==> src/rtl/ifetch_ctrl_if.sv <==
// Fetch-control bundle: imem request/response, decode handshake,
// next-PC exchange and backend flush.
interface ifetch_ctrl_if;
    logic        ireq_valid;
    logic [63:0] ireq_addr;
    logic        ireq_ready;
    logic        iresp_valid;
    logic [31:0] iresp_data;
    logic        instr_valid;
    logic [31:0] instr;
    logic        instr_ready;
    logic [63:0] pc_cur;
    logic [63:0] pc_nxt;
    logic        flush_valid;
    logic [63:0] flush_target;

    modport master (
        output ireq_valid, ireq_addr, instr_valid, instr, pc_cur,
        input  ireq_ready, iresp_valid, iresp_data, instr_ready,
        input  pc_nxt, flush_valid, flush_target
    );

    modport slave (
        input  ireq_valid, ireq_addr, instr_valid, instr, pc_cur,
        output ireq_ready, iresp_valid, iresp_data, instr_ready,
        output pc_nxt, flush_valid, flush_target
    );
endinterface

==> src/rtl/ifetch_ctrl.sv <==
// Fetch control: owns the fetch PC, runs one outstanding imem request
// at a time and hands the fetched word to decode.
module ifetch_ctrl #(
    parameter logic [63:0] RESET_PC = 64'h0000_0000_8000_0000
) (
    input  logic          clk,
    input  logic          rst,
    ifetch_ctrl_if.master bus
);
    typedef enum logic [2:0] {
        BOOT,
        REQ,
        DROP_REQ,
        WAIT,
        DROP,
        HOLD
    } state_t;

    state_t      state_q, state_d;
    logic [63:0] pc_q, pc_d;
    logic [63:0] req_addr_q, req_addr_d;
    logic [31:0] instr_q, instr_d;
    logic        ireq_valid_q, ireq_valid_d;
    logic        instr_valid_q, instr_valid_d;

    always_comb begin
        state_d    = state_q;
        pc_d       = pc_q;
        req_addr_d = req_addr_q;
        instr_d    = instr_q;
        unique case (state_q)
            BOOT: state_d = REQ;
            REQ: begin
                if (bus.flush_valid) begin
                    pc_d = bus.flush_target;
                    if (bus.ireq_ready) begin
                        state_d = DROP;
                    end else begin
                        // keep the offered address stable until accepted
                        req_addr_d = pc_q;
                        state_d    = DROP_REQ;
                    end
                end else if (bus.ireq_ready) begin
                    state_d = WAIT;
                end
            end
            DROP_REQ: begin
                if (bus.flush_valid) pc_d = bus.flush_target;
                if (bus.ireq_ready) state_d = DROP;
            end
            WAIT: begin
                if (bus.flush_valid) begin
                    pc_d    = bus.flush_target;
                    state_d = bus.iresp_valid ? REQ : DROP;
                end else if (bus.iresp_valid) begin
                    instr_d = bus.iresp_data;
                    state_d = HOLD;
                end
            end
            DROP: begin
                if (bus.flush_valid) pc_d = bus.flush_target;
                if (bus.iresp_valid) state_d = REQ;
            end
            HOLD: begin
                if (bus.flush_valid) begin
                    pc_d    = bus.flush_target;
                    state_d = REQ;
                end else if (bus.instr_ready) begin
                    pc_d    = bus.pc_nxt;
                    state_d = REQ;
                end
            end
            default: state_d = BOOT;
        endcase
        ireq_valid_d  = (state_d == REQ) || (state_d == DROP_REQ);
        instr_valid_d = (state_d == HOLD);
    end

    always_ff @(posedge clk or posedge rst) begin
        if (rst) begin
            state_q       <= BOOT;
            pc_q          <= RESET_PC;
            req_addr_q    <= RESET_PC;
            instr_q       <= 32'd0;
            ireq_valid_q  <= 1'b0;
            instr_valid_q <= 1'b0;
        end else begin
            state_q       <= state_d;
            pc_q          <= pc_d;
            req_addr_q    <= req_addr_d;
            instr_q       <= instr_d;
            ireq_valid_q  <= ireq_valid_d;
            instr_valid_q <= instr_valid_d;
        end
    end

    assign bus.pc_cur      = pc_q;
    assign bus.ireq_valid  = ireq_valid_q;
    assign bus.ireq_addr   = (state_q == DROP_REQ) ? req_addr_q : pc_q;
    assign bus.instr_valid = instr_valid_q;
    assign bus.instr       = instr_q;
endmodule

==> src/flat_wrapper.sv <==
// flat-port wrapper written by rule: the top's interface ports become plain ports
module ifetch_ctrl_flat 
#(
    parameter logic [63:0] RESET_PC = 64'h0000_0000_8000_0000
)
  (clk, rst, bus_ireq_valid, bus_ireq_addr, bus_instr_valid, bus_instr, bus_pc_cur, bus_ireq_ready, bus_iresp_valid, bus_iresp_data, bus_instr_ready, bus_pc_nxt, bus_flush_valid, bus_flush_target);
  ifetch_ctrl_if bus_i ();
  input  logic clk;
  input  logic rst;
  output wire logic [$bits(bus_i.ireq_valid)-1:0] bus_ireq_valid;
  output wire logic [$bits(bus_i.ireq_addr)-1:0] bus_ireq_addr;
  output wire logic [$bits(bus_i.instr_valid)-1:0] bus_instr_valid;
  output wire logic [$bits(bus_i.instr)-1:0] bus_instr;
  output wire logic [$bits(bus_i.pc_cur)-1:0] bus_pc_cur;
  input wire logic [$bits(bus_i.ireq_ready)-1:0] bus_ireq_ready;
  input wire logic [$bits(bus_i.iresp_valid)-1:0] bus_iresp_valid;
  input wire logic [$bits(bus_i.iresp_data)-1:0] bus_iresp_data;
  input wire logic [$bits(bus_i.instr_ready)-1:0] bus_instr_ready;
  input wire logic [$bits(bus_i.pc_nxt)-1:0] bus_pc_nxt;
  input wire logic [$bits(bus_i.flush_valid)-1:0] bus_flush_valid;
  input wire logic [$bits(bus_i.flush_target)-1:0] bus_flush_target;
  assign bus_ireq_valid = bus_i.ireq_valid;
  assign bus_ireq_addr = bus_i.ireq_addr;
  assign bus_instr_valid = bus_i.instr_valid;
  assign bus_instr = bus_i.instr;
  assign bus_pc_cur = bus_i.pc_cur;
  assign bus_i.ireq_ready = bus_ireq_ready;
  assign bus_i.iresp_valid = bus_iresp_valid;
  assign bus_i.iresp_data = bus_iresp_data;
  assign bus_i.instr_ready = bus_instr_ready;
  assign bus_i.pc_nxt = bus_pc_nxt;
  assign bus_i.flush_valid = bus_flush_valid;
  assign bus_i.flush_target = bus_flush_target;
  ifetch_ctrl #(.RESET_PC(RESET_PC)) u_core (.clk(clk), .rst(rst), .bus(bus_i));
endmodule
==> config.mk <==
export PLATFORM = sky130hd
export DESIGN_NAME = ifetch_ctrl_flat
export DESIGN_NICKNAME = d
export VERILOG_FILES = /design/src/rtl/ifetch_ctrl_if.sv /design/src/rtl/ifetch_ctrl.sv /design/src/flat_wrapper.sv
export SDC_FILE = /design/constraint.sdc
export NUM_CORES = 1
export LEC_CHECK = 0
export ABC_AREA = 0
export ABC_CLOCK_PERIOD_IN_PS = 7100
export CAP_MARGIN = 0
export CORE_AREA = 2 2 110 192
export CTS_CLUSTER_DIAMETER = 200
export DETAILED_ROUTE_END_ITERATION = 8
export DIE_AREA = 0 0 112 194
export GPL_ROUTABILITY_DRIVEN = 0
export PLACE_DENSITY = 0.72
export REMOVE_ABC_BUFFERS = 1
export SLEW_MARGIN = 20
export SYNTH_ARGS = -nofsm -noshare
export SYNTH_HDL_FRONTEND = slang
export SYNTH_SLANG_ARGS = --single-unit
==> constraint.sdc <==
create_clock -name clk -period 7.1 [get_ports clk]
set_input_delay 1.42 -clock clk [delete_from_list [all_inputs] [get_ports clk]]
set_output_delay 1.42 -clock clk [all_outputs]
set_load 0.005 [all_outputs]
==> impl_metrics.csv, run 1 <==
group,metric,value,unit
status,run_status,"finished, final reports clean",
synthesis,synthMostInstantiatedCell,"dfrtp_1",
detailed_routing,remaining_drc_errors,0,
synthesis,synth_common_cells,"dfrtp_1, mux2_2, nor2_1",
final_layout,design.final.nets,1071,
clock_tree,cts_hold_repair.buffers,0,
grt,globalRouteTotalUtil,0.194,
setup_path,timing.rr.start,"u_core.state_q[2]$_DFF_PP0_",
setup_path,crit_path_end_kind,"output pin",
floorplanning,die-width,112,µm
synthesis,synthTopCellsByArea,"dfrtp_1, mux2_2, mux2_4",
clock_tree,path_clk_slew,70,ps
floorplanning,core_area,20200,µm²
detailed_routing,drt-vias-per-instance,4.86,
sta,timing.clock.skew,9.91,ps
detailed_routing,routed_wl,21000,µm
setup_path,cp_data_arrival_time,2660,ps
setup_path,worst-r2r-setup-slack,4120,ps
detailed_routing,detailroute.via_count,5676,
clock_tree,cts_inserted_buffers,17,
sta,timing.final.hold_violations,0,
sta,finalCritPeriodShare,0.574,
sta,setup_viol,0,
synthesis,yosys_warnings,0,
floorplanning,dieHeight,194,µm
clock_tree,max-clock-path-buffers,2,
sta,tightest_slew,1100,ps
placement,postPlaceCellArea,11300,µm²
final_layout,drive_above_1_share,0.224,
hold_path,worst_hold_startpoint,"u_core.bus.instr[6]$_DFFE_PP0P_",
clock_tree,tritoncts_clock_tree,"yes",
grt,grt_remaining_overflow,0,
clock_tree,root_buffer,"clkbuf_16",
sta,timing_max_transition_violations_final,0,
floorplanning,die_area,21700,µm²
detailed_routing,route.detailed.wl_per_inst,18.0,µm
synthesis,synth-edff-count,0,
setup_path,critical_path_required,5680,ps
setup_path,r2r_worst_path_depth,5,
grt,grt_pass1_wl,32800,µm
setup_path,kind_of_start_point_of_the_critical_path,"flip-flop",
power,power.static_leakage,4.71,nW
grt,grt_max_degree,96,
final_layout,post_route_standard_cell_area_excluding_fillers,11900,µm²
detailed_routing,detailedRoute.firstIterationViolations,136,
synthesis,synth_area_per_cell,13.5,µm²
power,power_density,437,nW/µm²
grt,grt_most_used_layer,"met2",
synthesis,yosys_register_bits,165,
sta,setup_tns,0,ps
synthesis,cells_after_synth,592,
synthesis,synth_top_area_cell,"dfrtp_1",
clock_tree,clock_sinks,165,
final_layout,synthToLayoutAreaGrowth,48.8,%
grt,grt_use_met2,0.354,
clock_tree,cts_setup_buffers,0,
power,ir_worst_vdd,0.255,mV
synthesis,ys_async_sr_fraction,1.00,
grt,grt_use_met1,0.211,
sta,rsz_0062_raised_after_global_routing,"no",
sta,timing.fmax,245,MHz
clock_tree,h-tree-depth,4,
setup_path,regToRegEndpoint,"u_core.bus.pc_cur[32]$_DFFE_PP0P_",
floorplanning,fp-row-count,69,
synthesis,synth_largest_type_area_fraction,0.512,
grt,first_global_vias,5890,
grt,antenna_found_initial,1,
floorplanning,initial_standard_cell_utilization_of_the_core,0.394,
detailed_routing,drt_first_pass_iters,4,
synthesis,synth_sequential_area_ratio,0.519,
grt,met3_routing_resource_usage_after_global_routing,0.0463,
synthesis,post_synth_num_cell_types,28,
hold_path,hold_path_class,"reg -> reg",
setup_path,worst-path-max-fanout,40,
sta,final_period_minus_worst_setup_slack,4080,ps
synthesis,synthesis.area,7970,µm²
detailed_routing,drt.antenna.violating_nets,0,
placement,post_detailed_placement_half_perimeter_wirelength,15200,µm
flow_run,maxCapViolCount,0,
synthesis,synth_ff_type,"dfrtp_1",
hold_path,worst_hold_path.num_cells,1,
hold_path,min_to,"u_core.bus.instr[6]$_DFFE_PP0P_",
sta,timing.slew.headroom,0.265,
clock_tree,insertion_delay,430,ps
clock_tree,cts_repair_resize_count,0,
placement,io_buffers,327,
final_layout,nFillCells,1698,
floorplanning,ios,328,
setup_path,crit_type,"reg -> out",
==> cells by family after synthesis <==
| group | Yosys count | share of synthesized area |
|---|---|---|
| AO/OA/AOI/OAI | 76 | 0.0492 |
| XOR/XNOR | 2 | 0.00220 |
| buffers and inverters | 42 | 0.0460 |
| flip-flops | 165 | 0.519 |
| multiplexers | 225 | 0.336 |
| AND/OR/NAND/NOR | 82 | 0.0481 |
==> cells in the final DEF, fill, tap and decap left out, types with 2 or more instances in the layout <==
cell type,n
clkbuf_1,5
buf_4,7
nor3b_1,3
bufinv_16,3
clkdlybuf4s50_1,327
clkinv_2,3
nor2_1,68
mux2_2,100
o31ai_1,2
clkinvlp_4,3
mux2i_1,65
dfrtp_1,163
mux2_4,60
clkbuf_16,17
a21oi_1,67
dfstp_2,2
o21ai_0,4
==> final cells by class <==
type	count	area [µm²]	area share
Timing Repair Buffer	334	3330	0.280
Sequential cell	165	4130	0.348
Clock inverter	9	128	0.0108
Multi-Input combinational cell	385	3490	0.294
Antenna cell	1	2.50	0.000211
Clock buffer	23	458	0.0386
Tap cell	248	310	0.0262
Inverter	2	12.5	0.00106
==> sequential cells by signal, summed over array words and instances, names as in the netlist <==
| name | count |
|---|---|
| u_core.state_q | 3 |
| u_core.bus.instr | 32 |
| u_core.req_addr_q | 64 |
| u_core.bus.instr_valid | 1 |
| u_core.bus.pc_cur | 64 |
| u_core.bus.ireq_valid | 1 |
==> report_power, final <==
part,internal [mW],switching (mW)
Clock,0.561,0.374
Sequential,1.42,0.357
Combinational,1.61,0.865
==> worst max-delay path, cell delays in order, from the launching register on <==
cell,delay [ps]
dfrtp_1,530
nor3b_2,240
buf_4,500
mux2_2,400
clkdlybuf4s50_1,510
==> per-stage QoR <==
stage	instances	total power, mW	util	setup slack, ps	hold WS [ps]
finish	1167	5.19	0.587	3020	503
global route	1166	5.50	0.587	2880	518
CTS	1166	5.26	0.587	3010	505
detailed placement	1134	4.29	0.558	2690	488
global placement	1134	4.24	0.558	2730	485
floorplan	552	2.91	-	-238	475
==> layer usage <==
metal	up-vias	share of wire
met2	202	0.55
met1	2723	0.37
met3	36	0.051
met4	0	0.032
met5	-	0
li1	2715	-
==> worst max-delay path by stage <==
stage                                        endpoint                        start  slack (ps)  depth (start not counted)
floorplan                            bus_ireq_addr[0]  u_core.state_q[0]$_DFF_PP0_        -240                          2
global placement    u_core.req_addr_q[62]$_DFFE_PP0P_              bus_flush_valid        2730                          6
detailed placement  u_core.req_addr_q[62]$_DFFE_PP0P_              bus_flush_valid        2690                          6
CTS                                  bus_ireq_addr[6]  u_core.state_q[0]$_DFF_PP0_        3010                          4
global route                         bus_ireq_addr[6]  u_core.state_q[1]$_DFF_PP0_        2880                          4
finish                               bus_ireq_addr[6]  u_core.state_q[0]$_DFF_PP0_        3020                          4
(Power assumes the default switching activity.)
==> run 2, diff against run 1 <==
--- a/config.mk
+++ b/config.mk
@@ -6,7 +6,7 @@
 export NUM_CORES = 1
 export LEC_CHECK = 0
 export ABC_AREA = 0
-export ABC_CLOCK_PERIOD_IN_PS = 7100
+export ABC_CLOCK_PERIOD_IN_PS = 3900
 export CAP_MARGIN = 0
 export CORE_AREA = 2 2 110 192
 export CTS_CLUSTER_DIAMETER = 200
==> constraint.sdc (replaced) <==
create_clock -name clk -period 3.9 [get_ports clk]
set_input_delay 0.78 -clock clk [delete_from_list [all_inputs] [get_ports clk]]
set_output_delay 0.78 -clock clk [all_outputs]
set_load 0.005 [all_outputs]
==> run 2 against run 1 <==
  * Via count grew 2.4%
  * Non-clock buffer count up 5
  * Design area is 0.72% higher
  * First-iteration DRC count is 72% higher
  * Highest routed layer unchanged
  * Largest cell class unchanged
  * Count of clock-buffer cells in the layout shrank 1
  * Worst hold slack is essentially flat
  * Clock power up 89%
  * Core utilization grew 0.42 points
  * Flip-flop and latch count stayed put
  * Wire length shrank 0.19%
==> impl_metrics.csv, run 2 (synthesized netlist as in run 1, its figures left out) <==
group,metric,value,unit
grt,grt_pass1_wl,33000,µm
status,run_status,"finished, final reports clean",
clock_tree,root_buffer,"clkbuf_16",
detailed_routing,remaining_drc_errors,0,
final_layout,synthToLayoutAreaGrowth,49.9,%
sta,timing.final.hold_violations,0,
detailed_routing,drt_first_pass_iters,4,
final_layout,drive_above_1_share,0.232,
sta,timing.clock.skew,11.4,ps
setup_path,kind_of_start_point_of_the_critical_path,"flip-flop",
clock_tree,clock_sinks,165,
clock_tree,max-clock-path-buffers,2,
grt,antenna_found_initial,1,
floorplanning,dieHeight,194,µm
power,power_density,798,nW/µm²
setup_path,crit_type,"reg -> out",
final_layout,post_route_standard_cell_area_excluding_fillers,11900,µm²
sta,tightest_slew,814,ps
final_layout,layout_common_cells,"clkdlybuf4s50_1, dfrtp_1, mux2_2",
detailed_routing,detailedRoute.firstIterationViolations,234,
grt,met3_routing_resource_usage_after_global_routing,0.0494,
setup_path,cp_num_buf_inv,2,
floorplanning,die-width,112,µm
setup_path,cpMaxStageDelayCell,"dfrtp_1",
setup_path,cp_data_arrival_time,2560,ps
grt,globalRouteTotalUtil,0.194,
clock_tree,cts_repair_resize_count,0,
flow_run,maxCapViolCount,0,
setup_path,critical_path_required,3120,ps
clock_tree,cts_hold_repair.buffers,0,
final_layout,design.final.nets,1076,
setup_path,worst-path-max-fanout,36,
clock_tree,h-tree-depth,4,
grt,grt_use_met1,0.217,
placement,postPlaceCellArea,11300,µm²
clock_tree,cts_inserted_buffers,17,
grt,first_global_vias,5897,
sta,timing_max_transition_violations_final,0,
sta,setup_viol,0,
setup_path,critical_path.max_stage_delay,530,ps
detailed_routing,detailroute.via_count,5812,
sta,finalCritPeriodShare,0.858,
sta,timing.slew.headroom,0.457,
floorplanning,fp-row-count,69,
final_layout,fin_util,0.591,
detailed_routing,routed_wl,21000,µm
setup_path,crit_path_end_kind,"output pin",
sta,timing.fmax,299,MHz
setup_path,cp_cell_sequence,"nor3b_2, buf_4, mux2_2, clkdlybuf4s50_1",
placement,post_detailed_placement_half_perimeter_wirelength,15300,µm
clock_tree,tritoncts_clock_tree,"yes",
final_layout,most_common_cell_after_layout_fill_and_taps_aside,"clkdlybuf4s50_1",
placement,io_buffers,327,
sta,final_period_minus_worst_setup_slack,3340,ps
clock_tree,cts_setup_buffers,0,
floorplanning,die_area,21700,µm²
sta,rsz_0062_raised_after_global_routing,"no",
detailed_routing,route.detailed.wl_per_inst,17.9,µm
power,ir_worst_vdd,0.486,mV
floorplanning,core_area,20200,µm²
detailed_routing,drt.antenna.violating_nets,0,
grt,grt_use_met2,0.357,
floorplanning,initial_standard_cell_utilization_of_the_core,0.394,
power,power.static_leakage,4.75,nW
grt,grt_max_degree,83,
hold_path,hold_path_class,"reg -> reg",
floorplanning,ios,328,
setup_path,timing.critical_path.max_delay_family,"buffers and inverters",
detailed_routing,drt-vias-per-instance,4.96,
clock_tree,insertion_delay,430,ps
clock_tree,path_clk_slew,60,ps
grt,grt_remaining_overflow,0,
grt,grt_most_used_layer,"met2",
-- run 2: cell types whose count changed in the layout (fill, tap and decap cells not counted), sizes merged --
cell | before | now
clkinvlp | 3 | 4
buf | 7 | 12
inv | 2 | 3
clkinv | 3 | 2
clkbuf | 23 | 22
-- run 2: final timing paths --
check	from	to	slack [ps]	depth (start not counted)
min in group asynchronous	rst	u_core.bus.instr[17]$_DFFE_PP0P_	810	2
max in group asynchronous	rst	u_core.bus.pc_cur[31]$_DFFE_PP1P_	2250	3
hold reg to reg	u_core.bus.instr[22]$_DFFE_PP0P_	u_core.bus.instr[22]$_DFFE_PP0P_	500	1
setup / recovery	u_core.state_q[1]$_DFF_PP0_	bus_ireq_addr[46]	560	4
hold / removal	u_core.bus.instr[22]$_DFFE_PP0P_	u_core.bus.instr[22]$_DFFE_PP0P_	500	1
setup reg to reg	u_core.state_q[0]$_DFF_PP0_	u_core.req_addr_q[48]$_DFFE_PP0P_	1710	5
-- run 2: final cells by class --
type	instances	area [µm²]
Timing Repair Buffer	339	3380
Fill cell	1711	8260
Clock buffer	22	474
Clock inverter	10	146
Multi-Input combinational cell	385	3490
Antenna cell	1	2.50
Tap cell	248	310
Sequential cell	165	4130
Inverter	2	12.5
-- run 2: metal layers --
layer  share of wire  routed length, µm
met5               0                  0
met2            0.56              11700
met3           0.055               1140
met4           0.017                362
met1            0.37               7810
-- run 2: power by group --
part / total (mW) / switching, mW / internal (mW) / leakage, nW
sequential: 3.24 / 0.657 / 2.58 / 1.89
combinational: 4.52 / 1.58 / 2.94 / 2.58
clock: 1.77 / 0.704 / 1.06 / 0.289
-- run 2: stage by stage --
step                      TNS (ps)  total power, mW  instances  setup slack, ps  hold slack, ps
after floorplan            -523900             5.29        552            -2800             475
after global placement           0             7.73       1139              850             484
after detailed placement         0             7.81       1139              830             489
after CTS                        0             9.64       1171              523             506
after global routing             0             10.1       1171              414             512
final                            0             9.53       1172              556             502
==> run 3, diff against run 2 <==
--- a/config.mk
+++ b/config.mk
@@ -13,9 +13,10 @@
 export DETAILED_ROUTE_END_ITERATION = 8
 export DIE_AREA = 0 0 112 194
 export GPL_ROUTABILITY_DRIVEN = 0
+export MAX_ROUTING_LAYER = met4
 export PLACE_DENSITY = 0.72
 export REMOVE_ABC_BUFFERS = 1
-export SLEW_MARGIN = 20
+export SLEW_MARGIN = 5
 export SYNTH_ARGS = -nofsm -noshare
 export SYNTH_HDL_FRONTEND = slang
 export SYNTH_SLANG_ARGS = --single-unit
==> run 3 against run 2 <==
  * Flip-flop and latch count did not move
  * First-iteration DRC count increased by 3.8%
  * Design area stayed put
  * Sequential power barely moved
  * Worst hold slack about the same
  * Critical path type unchanged
==> impl_metrics.csv, run 3 (synthesized netlist as in run 1, its figures left out) <==
group,metric,value,unit
floorplanning,initial_standard_cell_utilization_of_the_core,0.394,
setup_path,worst-r2r-setup-slack,1710,ps
floorplanning,die-width,112,µm
sta,setup_viol,0,
hold_path,worst_hold_startpoint,"u_core.bus.instr[13]$_DFFE_PP0P_",
flow_run,maxCapViolCount,0,
setup_path,cpMaxStageDelayCell,"dfrtp_1",
clock_tree,cts_hold_repair.buffers,0,
power,ir_worst_vdd,0.483,mV
setup_path,crit_type,"reg -> out",
placement,post_detailed_placement_half_perimeter_wirelength,15300,µm
final_layout,most_common_cell_after_layout_fill_and_taps_aside,"clkdlybuf4s50_1",
power,design_power_total,9.52,mW
floorplanning,dieHeight,194,µm
setup_path,timing.critical_path.max_delay_family,"buffers and inverters",
grt,first_global_vias,5908,
floorplanning,fp-row-count,69,
setup_path,critical_path_required,3120,ps
status,run_status,"finished, final reports clean",
setup_path,cp_num_buf_inv,2,
setup_path,crit_path_start,"u_core.state_q[1]$_DFF_PP0_",
sta,rsz_0062_raised_after_global_routing,"no",
final_layout,finish.cell_count_without_fillers,1172,
clock_tree,cts_setup_buffers,0,
sta,timing.clock.skew,8.75,ps
detailed_routing,detailedRoute.firstIterationViolations,243,
grt,antenna_found_initial,1,
final_layout,design.final.nets,1076,
grt,globalRouteTotalUtil,0.200,
power,power_density,797,nW/µm²
hold_path,worst_hold_path.num_cells,1,
power,power.static_leakage,4.75,nW
clock_tree,insertion_delay,430,ps
setup_path,timing.rr.start,"u_core.state_q[0]$_DFF_PP0_",
detailed_routing,drt-vias-per-instance,4.94,
sta,timing.final.hold_violations,0,
detailed_routing,drt.antenna.violating_nets,0,
sta,final_period_minus_worst_setup_slack,3340,ps
final_layout,synthToLayoutAreaGrowth,49.9,%
detailed_routing,detailroute.via_count,5788,
clock_tree,tritoncts_clock_tree,"yes",
sta,tightest_slew,812,ps
hold_path,hold_path_class,"reg -> reg",
clock_tree,root_buffer,"clkbuf_16",
setup_path,critical_path.max_stage_delay,530,ps
setup_path,regToRegEndpoint,"u_core.req_addr_q[48]$_DFFE_PP0P_",
clock_tree,path_clk_slew,60,ps
placement,io_buffers,327,
clock_tree,cts_repair_resize_count,0,
floorplanning,ios,328,
grt,grt_pass1_wl,32900,µm
detailed_routing,routed_wl,20900,µm
detailed_routing,drt_first_pass_iters,4,
floorplanning,die_area,21700,µm²
sta,timing.fmax,300,MHz
sta,setup_tns,0,ps
clock_tree,h-tree-depth,4,
sta,finalCritPeriodShare,0.856,
hold_path,min_to,"u_core.bus.instr[13]$_DFFE_PP0P_",
detailed_routing,route.detailed.wl_per_inst,17.8,µm
sta,timing.slew.headroom,0.459,
grt,grt_remaining_overflow,0,
final_layout,nFillCells,1711,
setup_path,r2r_worst_path_depth,5,
clock_tree,clock_sinks,165,
setup_path,crit_path_end_kind,"output pin",
final_layout,layout_common_cells,"clkdlybuf4s50_1, dfrtp_1, mux2_2",
sta,finalHoldWorstSlack,502,ps
sta,timing_max_transition_violations_final,0,
clock_tree,cts_inserted_buffers,17,
setup_path,kind_of_start_point_of_the_critical_path,"flip-flop",
setup_path,cp_cell_sequence,"nor3b_2, buf_4, mux2_2, clkdlybuf4s50_1",
setup_path,worst-path-max-fanout,36,
final_layout,drive_above_1_share,0.232,
placement,placed_instance_count,1139,
clock_tree,max-clock-path-buffers,2,
grt,grt_max_degree,83,
final_layout,fin_util,0.591,
floorplanning,core_area,20200,µm²
detailed_routing,remaining_drc_errors,0,
setup_path,cp_data_arrival_time,2560,ps
[run 3: cell counts in the layout (fill, tap and decap cells not counted)]
No cell type changed its count.
[run 3: area by class of cell]
cell class | count | area (µm²) | area share
antenna | 1 | 2.50 | 0.000210
inverter | 2 | 12.5 | 0.00105
timing repair buffer | 339 | 3380 | 0.283
clock inverter | 10 | 146 | 0.0123
multi-input combinational | 385 | 3490 | 0.292
sequential | 165 | 4130 | 0.346
clock buffer | 22 | 474 | 0.0397
tap | 248 | 310 | 0.0260
[run 3: worst max-delay path by stage]
stage / endpoint / slack (ps) / depth (start not counted)
after floorplan: bus_ireq_addr[0] / -2800 / 2
after global placement: u_core.req_addr_q[1]$_DFFE_PP0P_ / 850 / 6
after detailed placement: u_core.req_addr_q[10]$_DFFE_PP0P_ / 830 / 6
after CTS: bus_ireq_addr[18] / 520 / 4
after global routing: bus_ireq_addr[37] / 420 / 4
final: bus_ireq_addr[46] / 560 / 4
[run 3: layer usage]
| layer | up-vias | part of all wire | track usage |
|---|---|---|---|
| met1 | 2829 | 0.37 | 0.219 |
| li1 | 2726 | - | - |
| met4 | 0 | 0.017 | 0.0619 |
| met5 | - | 0 | - |
| met2 | 210 | 0.56 | 0.357 |
| met3 | 23 | 0.050 | 0.0456 |
[run 3: power by group]
part	leakage (nW)	switching, mW	internal [mW]
registers	1.89	0.655	2.58
logic	2.58	1.57	2.94
clock network	0.289	0.703	1.06
[run 3: per-stage QoR]
stage / area, µm² / worst slack [ps]
detailed placement: 11300 / 830
global route: 11900 / 422
global placement: 11300 / 850
finish: 11900 / 562
floorplan: 7610 / -2800
CTS: 11900 / 523
==> edit: new RTL, config.mk and constraints of run 3 <==
Encoding of `state_t`: now Gray code (3 bits for 6 states).
--- a/src/rtl/ifetch_ctrl.sv
+++ b/src/rtl/ifetch_ctrl.sv
@@ -10,8 +10,8 @@
     typedef enum logic [2:0] {
-        BOOT,
-        REQ,
-        DROP_REQ,
-        WAIT,
-        DROP,
-        HOLD
+        BOOT     = 3'b000,
+        REQ      = 3'b001,
+        DROP_REQ = 3'b011,
+        WAIT     = 3'b010,
+        DROP     = 3'b110,
+        HOLD     = 3'b111
     } state_t;
Function: no difference found for any inputs over 4 cycles, from zero or initial values and one cycle with rst high; so few cycles prove little.
==> edit against run 3 <==
- via count fell by 0.28%
- non-clock buffer count fell by 4
- synthesized area fell by 3.7%
- worst setup slack got worse by 110 ps
- register-to-register slack got worse by 30 ps
- design area fell by 1.5%
- synthesized cell count fell by 0.84%
- cell count fell by 1.2%
- sequential cell count did not move
- power rose by 3.6%
- routed wire length rose by 5.0%
- count of clock-buffer cells in the layout fell by 3
==> edit: results (changes against run 3) <==
metric	value	unit	change
ant diodes	0		-1
Critical Path End	bus_ireq_addr[42]		
synth top area cells	dfrtp_1, mux2_2, mux2i_1		
DRT iter0 DRCs	191		-21%
Setup Skew	11.2	ps	+2.44 ps
met2 WL	12300	um	+5.2%
reg2reg path depth	4		-1
Sequential Power Share	33.4	%	-0.6 points
global-route wire length before repair	34800	um	+5.7%
slowest stage delay, CP	470	ps	-60 ps
r2r endpoint	u_core.req_addr_q[47]$_DFFE_PP0P_		
mux share of post-synthesis cell area	33.3	%	-0.32 points
outcome	finished clean		
Nets	1066		-0.93%
FF-to-FF setup slack	1680	ps	-30 ps
met2 usage	38.3	%	+2.6 points
initial antenna violation count	0		-1
worst rel slew slack	52.5	%	+6.6 points
Arrival @ worst endpoint	2670	ps	+110 ps
Fillers	1697		-0.82%
largest net degree at the start of global routing	77		-7.2%
DP Area	11200	sq um	-1.3%
wire length on met1	8080	um	+3.3%
Max VDD drop	0.456	mV	-5.6%
share of layout cells above drive strength 1	22.3	%	-0.88 points
XOR/XNOR Fraction of Synth Area	0	%	-0.22 points
Hold Crit Start	u_core.req_addr_q[12]$_DFFE_PP0P_		
Detailed Place HPWL	16200	um	+5.8%
vias in the first global route	6208		+5.1%
Total Routing Usage GR	21.2	%	+1.2 points
global routing usage on met1	22.7	%	+0.80 points
M3 GR Usage	4.13	%	-0.44 points
crit path launch	u_core.state_q[2]$_DFF_PP0_		
edit: changes by cell type in the layout (fill, tap and decap cells not counted), sizes merged, moves of 3 or more:
cell,run 3,this run
buf,12,8
clkbuf,22,19
nor2,70,66
nor3b,4,0
edit: layout make-up:
cell class                 instances  area, sq um  share of cell area [%]
inverter                           5         23.8                   0.202
clock inverter                    10          159                    1.35
tap                              248          310                    2.64
clock buffer                      19          433                    3.68
sequential                       165         4130                    35.1
timing repair buffer             335         3400                    28.9
multi-input combinational        376         3310                    28.1
edit: per-stage QoR:
stage / hold slack, ps / instances / total power (W)
after floorplan: 476 / 546 / 0.00534
after global placement: 483 / 1129 / 0.00809
after CTS: 504 / 1158 / 0.00999
final: 502 / 1158 / 0.00985
after global routing: 522 / 1158 / 0.0105
after detailed placement: 490 / 1129 / 0.00819
edit: worst reg2reg max path: stages, from the launching register on:
cell and delay [ps]:
dfrtp_1 470, and2b_1 300, nand3_4 380, buf_4 530, mux2_2 420
